[config.mk]
export PLATFORM = sky130hd
export DESIGN_NAME = fetch_buffer_unit
export DESIGN_NICKNAME = d
export VERILOG_FILES = /design/src/rtl/fetch_buffer_unit.sv
export SDC_FILE = /design/constraint.sdc
export NUM_CORES = 1
export LEC_CHECK = 0
export ABC_AREA = 1
export CAP_MARGIN = 0
export CELL_PAD_IN_SITES_DETAIL_PLACEMENT = 1
export CELL_PAD_IN_SITES_GLOBAL_PLACEMENT = 1
export CORE_MARGIN = 1.5
export CORE_UTILIZATION = 26
export CTS_CLUSTER_SIZE = 25
export DETAILED_ROUTE_END_ITERATION = 16
export PLACE_DENSITY = 0.49
export SLEW_MARGIN = 40
export SYNTH_ARGS = -nofsm -noshare
export SYNTH_HDL_FRONTEND = slang
export SYNTH_SLANG_ARGS = --single-unit
[constraint.sdc]
create_clock -name clk -period 8.7 [get_ports clk]
set_input_delay 1.305 -clock clk [delete_from_list [all_inputs] [get_ports clk]]
set_output_delay 1.305 -clock clk [all_outputs]
set_load 0.05 [all_outputs]
[src/rtl/fetch_buffer_unit.sv]
// -----------------------------------------------------------------------------
// fetch_buffer_unit
//
// Purpose:
//   This is the instruction fetch front end. It issues sequential reads to
//   instruction memory and buffers the returned {pc, instr} pairs in a small
//   circular queue for the decode stage. A redirect flushes the queue and
//   restarts fetch at a new address. Memory has a fixed read latency of one
//   cycle. Issue uses credits: the queued entries plus the one in-flight read
//   never exceed DEPTH, so a returning response always has a free slot.
//
// Parameters:
//   ADDR_W   PC / address width
//   INSTR_W  instruction width
//   DEPTH    queue entries (power of two, >= 2)
//   RESET_PC first fetch address after reset
//
// Ports:
//   clk             rising-edge clock
//   reset           asynchronous active-high reset
//   redirect_valid  flush the queue and restart fetch at redirect_pc
//   redirect_pc     new fetch address; bits [1:0] are ignored
//   imem_req        instruction memory read strobe
//   imem_addr       read address, valid while imem_req = 1
//   imem_rdata      read data, valid exactly one cycle after imem_req
//   out_valid       the queue head holds a valid instruction
//   out_ready       the consumer accepts the head this cycle
//   out_instr       head instruction (0 when the queue is empty)
//   out_pc          fetch address of the head instruction (0 when empty)
// -----------------------------------------------------------------------------
module fetch_buffer_unit #(
   parameter int unsigned       ADDR_W   = 64,
   parameter int unsigned       INSTR_W  = 32,
   parameter int unsigned       DEPTH    = 4,
   parameter logic [ADDR_W-1:0] RESET_PC = '0
) (
   input  logic               clk,
   input  logic               reset,
   input  logic               redirect_valid,
   input  logic [ADDR_W-1:0]  redirect_pc,
   output logic               imem_req,
   output logic [ADDR_W-1:0]  imem_addr,
   input  logic [INSTR_W-1:0] imem_rdata,
   output logic               out_valid,
   input  logic               out_ready,
   output logic [INSTR_W-1:0] out_instr,
   output logic [ADDR_W-1:0]  out_pc
);

   localparam int unsigned      PTR_W     = $clog2(DEPTH);
   localparam int unsigned      CNT_W     = PTR_W + 1;
   localparam logic [CNT_W-1:0] DEPTH_CNT = CNT_W'(DEPTH);

   // Architectural state
   logic [ADDR_W-1:0]  fetch_pc_q, fetch_pc_d;
   logic [PTR_W-1:0]   head_q, head_d;
   logic [PTR_W-1:0]   tail_q, tail_d;
   logic [CNT_W-1:0]   count_q, count_d;
   logic               inflight_q, inflight_d;
   // Address of the outstanding read. It is pushed together with the data.
   logic [ADDR_W-1:0]  inflight_pc_q, inflight_pc_d;

   // Queue storage. It needs no reset, because out_* are masked while
   // count is 0.
   logic [ADDR_W-1:0]  pc_mem_q    [DEPTH];
   logic [INSTR_W-1:0] instr_mem_q [DEPTH];

   // Handshake / control terms
   logic [CNT_W-1:0]   owed;
   logic               has_credit;
   logic               issue;
   logic               push;
   logic               pop;
   logic [ADDR_W-1:0]  redirect_aligned;

   // -------------------------------------------------------------------------
   // Control decode
   // -------------------------------------------------------------------------
   always_comb begin
      // This sum fits CNT_W because the credit rule bounds it at DEPTH.
      owed             = count_q + CNT_W'(inflight_q);
      has_credit       = (owed < DEPTH_CNT);
      // Gating with reset keeps the strobe low while reset holds the state.
      issue            = !reset && !redirect_valid && has_credit;
      // A response that arrives in a redirect cycle belongs to the old
      // stream, so it is dropped.
      push             = inflight_q && !redirect_valid;
      pop              = out_valid && out_ready;
      redirect_aligned = redirect_pc & ~ADDR_W'(3);
   end

   // -------------------------------------------------------------------------
   // Next-state logic
   // -------------------------------------------------------------------------
   always_comb begin
      fetch_pc_d    = fetch_pc_q;
      head_d        = head_q;
      tail_d        = tail_q;
      count_d       = count_q;
      inflight_d    = issue;
      inflight_pc_d = inflight_pc_q;

      if (issue) begin
         inflight_pc_d = fetch_pc_q;
         fetch_pc_d    = fetch_pc_q + ADDR_W'(4);
      end

      if (redirect_valid) begin
         // A pop in this cycle still completes on the consumer side. The
         // flush simply drops every entry that was behind it.
         count_d    = '0;
         head_d     = tail_q;
         fetch_pc_d = redirect_aligned;
      end else begin
         // DEPTH is a power of two, so the pointers wrap on their own.
         if (pop)  head_d = head_q + PTR_W'(1);
         if (push) tail_d = tail_q + PTR_W'(1);
         count_d = count_q + CNT_W'(push) - CNT_W'(pop);
      end
   end

   // -------------------------------------------------------------------------
   // State registers
   // -------------------------------------------------------------------------
   always_ff @(posedge clk or posedge reset) begin
      if (reset) begin
         fetch_pc_q    <= RESET_PC;
         head_q        <= '0;
         tail_q        <= '0;
         count_q       <= '0;
         inflight_q    <= 1'b0;
         inflight_pc_q <= '0;
      end else begin
         fetch_pc_q    <= fetch_pc_d;
         head_q        <= head_d;
         tail_q        <= tail_d;
         count_q       <= count_d;
         inflight_q    <= inflight_d;
         inflight_pc_q <= inflight_pc_d;
      end
   end

   // Queue write port. It cannot overflow, because the credit rule
   // reserved this slot at issue time.
   always_ff @(posedge clk) begin
      if (push) begin
         pc_mem_q[tail_q]    <= inflight_pc_q;
         instr_mem_q[tail_q] <= imem_rdata;
      end
   end

   // -------------------------------------------------------------------------
   // Outputs
   // -------------------------------------------------------------------------
   always_comb begin
      imem_req  = issue;
      imem_addr = fetch_pc_q;
      out_valid = (count_q != '0);
      out_instr = out_valid ? instr_mem_q[head_q] : '0;
      out_pc    = out_valid ? pc_mem_q[head_q]    : '0;
   end

   // The credit rule must keep occupancy plus the outstanding read within
   // DEPTH.
   a_owed_bounded : assert property (@(posedge clk) disable iff (reset)
      (count_q + CNT_W'(inflight_q)) <= DEPTH_CNT);

endmodule

==> impl_results.md <==
- Die area: 86,100 um2
- Mapped Avg Cell Area: 10.1 um2
- Row count: 106
- Fraction of synthesis flops using an asynchronous set or reset pin: 26.0%
- Number of cells produced by synthesis: 2,162
- CTS-repair resized insts: 0
- Most area-hungry cell type in the Yosys netlist: edfxtp_1
- Setup crit end kind: output port
- Cell types with the largest area share after synthesis: edfxtp_1, dfrtp_1, nor2_1
- Critical Path, Cell by Cell: inv_6 -> clkbuf_8 -> o21ai_0 -> a21oi_1 -> clkdlybuf4s50_1
- Delay-heaviest family, CP: buffers and inverters
- Remaining antenna violation count after routing: 0
- Max-slew violation count: 0
- Core outline area: 83,600 um2
- Maximum clock insertion buffer count: 3
- Fraction of post-synthesis cell area in the top cell type by area: 51.5%
- Power consumption: 10.1 mW
- Share of post-route cells with drive strength above 1: 6.30%
- Switching fraction of total power: 43.5%
- Unrepaired setup endpoints after global routing: false
- Die Span Y: 293 um
- Leakage dissipation: 10.2 nW
- Power dissipated by switching net loads: 4.40 mW
- Register area share after synthesis: 66.6%
- Clock Skews: 0.0197 ns
- Total via count in the routed design: 16,200
- Critical path depth: 5
- Port Buf Inserts: 255
- Distinct cells, synth: 33
- Clk Latency, worst-skew pair: 0.63 ns
- Synth cell count leaders: nor2_1, edfxtp_1, nand2_1
- Internal power: 5.72 mW
- Data required, critical path: 7.39 ns
- Total global routing track utilization: 17.6%
- Cell at the root of the clock tree: clkbuf_16
- Area overhead of the layout relative to synthesis: 26.2%
- Postcts setup bufs: 0
- Slowest-stage cell, CP: clkdlybuf4s50_1
- Average vias per placed instance: 4.60
- Setup tns final: 0 ns
- Power density normalized to cell area: 366 nW/um2
- Dominant synthesized flop cell: edfxtp_1
- Worst setup path endpoint: out_pc[62]
- Count of flip-flops with a built-in enable after synthesis: 376
- Number of global-route vias before repair: 17,100
- Final Hold Fails: 0
- Portion of total power attributed to the clock network: 24.8%
- Syn. warnings: 0
- Worst hold-check path type: flop to flop
- FF-to-FF End: imem_addr[14]
- Peak fanout along the critical path: 112
- Drt pass-1 iters: 5
- Start of the worst register-to-register path: count_q[1]
- Slew at the pin with the worst max-slew slack: 0.811 ns
- Wirelength per Cell: 21.6 um
- Number of violations of the max-capacitance limit: 0
- Worst-case reg-to-reg path depth: 7
- Clock tree from TritonCTS: built
- Maximum number of pins on one net before global-route repair: 113
- Buffers & Inverters on Critical Path: 3
- Layout net count: 2,501
- Maximum level of the CTS H-tree: 2
- Number of DRC markers after the initial detailed-route iteration: 731
- Antenna violations before repair: 3
- Placed wire-length estimate: 48.7 mm
- Peak Freq: 0.187 GHz
- Part of the power in registers: 34.7%
- Data arrival time of the critical path: 4.05 ns
- Total CTS buffers: 60
- Aggregate global routing overflow: 0
- Slack of the worst reg-to-reg path: 5.73 ns
- Source of the critical timing path: head_q[0]
- Ports placed on the boundary: 262
- Worst vdd ir: 0.165 mV
- First-pass GRT wire length: 113 mm
- Residual DRC count: 0
- Clock Sink Count: 508
- Count leader, synth: nor2_1
- Worst Setup Start Kind: flop
- Clock-pin slew on the worst setup and hold paths: 0.06 ns
- Synth Cell Area: 21,900 um2
- Power share of the combinational group: 40.5%
- Number of synthesized register bits: 508
- Routed wire length: 76.0 mm
- Critical path start-end classification: flop to output port
- Worst slew margin relative to its limit: 45.9%
- Width of the chip: 293 um
- Final Critical Period: 5.35 ns
- Initial core utilization: 26.2%
- Final weighted congestion in routability-driven placement: 0.863
- Final setup violation count: 0
- Period utilization: 61.5%
- Peak per-stage delay on the critical path: 0.89 ns
- CTS hold repair buffers: 0
- Status: complete, no violations
-- through the flow --
step / utilization [%] / setup slack (ns) / std cells / instance area [um2] / hold WS (ns)
floorplan: - / 2.50 / 2165 / 21900 / 0.476
global placement: 30.6 / 3.08 / 3408 / 25600 / 0.492
detailed placement: 30.7 / 3.43 / 3411 / 25700 / 0.504
CTS: 33.1 / 2.90 / 3525 / 27600 / 0.501
global route: 33.1 / 3.07 / 3525 / 27700 / 0.520
finish: 33.1 / 3.35 / 3527 / 27700 / 0.496
-- registers in the layout (all words and copies together) (netlist names) --
name / count
inflight_q: 1
head_q: 2
count_q: 3
tail_q: 2
instr_mem_q: 128
inflight_pc_q: 62
pc_mem_q: 248
imem_addr: 62
-- cell type report --
cell class	instances	area, um2
clock inverter	32	297
timing repair buffer	276	2790
inverter	130	508
multi-input combinational	1417	6430
antenna	2	5.00
sequential	508	14600
fill	9326	55900
tap	1080	1350
clock buffer	82	1680
-- power groups by stage --
stage / Clock, mW / Sequential [mW] / Combinational (mW)
2_1_floorplan: 0 / 3.54 / 2.50
3_3_place_gp: 0 / 3.56 / 4.09
3_5_place_dp: 0 / 3.56 / 4.18
4_1_cts: 2.60 / 3.52 / 4.20
5_1_grt: 2.69 / 3.57 / 4.42
6_report: 2.51 / 3.51 / 4.10
-- layout by cell type, fill, tap and decap left out, types with 11 or more instances in the layout --
cell	n
dfrtp_1	130
edfxtp_1	376
o21bai_1	14
clkbuf_16	60
nand2_1	351
xor2_1	26
nor2_1	482
clkbuf_8	11
inv_1	124
o21ai_0	300
nand3_1	66
clkdlybuf4s50_1	254
o211ai_1	11
clkbuf_1	12
a21oi_1	97
-- cells by family after synthesis --
logic type,count (synthesis),share of synthesized area (%)
buffers and inverters,240,4.33
flip-flops,508,66.6
XOR/XNOR,27,1.08
other,1,0.0171
adder cells (fa/ha/maj),8,0.491
AO/OA/AOI/OAI,434,10.3
AND/OR/NAND/NOR,944,17.2
-- routing by layer --
layer / wire, um / vias to the layer above / global-route usage (%)
met5: 13 / - / 0
met1: 34100 / 8119 / 23.3
li1: - / 7744 / -
met4: 1760 / 2 / 4.69
met2: 37100 / 283 / 29.9
met3: 3020 / 84 / 2.78
-- how the worst min path moves through the flow --
stage	start	end	slack, ns	cells past startpoint
2_1_floorplan	inflight_pc_q[10]	pc_mem_q[0][10]	0.48	0
3_3_place_gp	inflight_pc_q[23]	pc_mem_q[2][23]	0.49	0
3_5_place_dp	inflight_pc_q[13]	pc_mem_q[0][13]	0.50	0
4_1_cts	inflight_pc_q[11]	pc_mem_q[3][11]	0.50	0
5_1_grt	inflight_pc_q[23]	pc_mem_q[1][23]	0.52	0
6_report	inflight_pc_q[11]	pc_mem_q[3][11]	0.50	0
(Power assumes the default switching activity.)
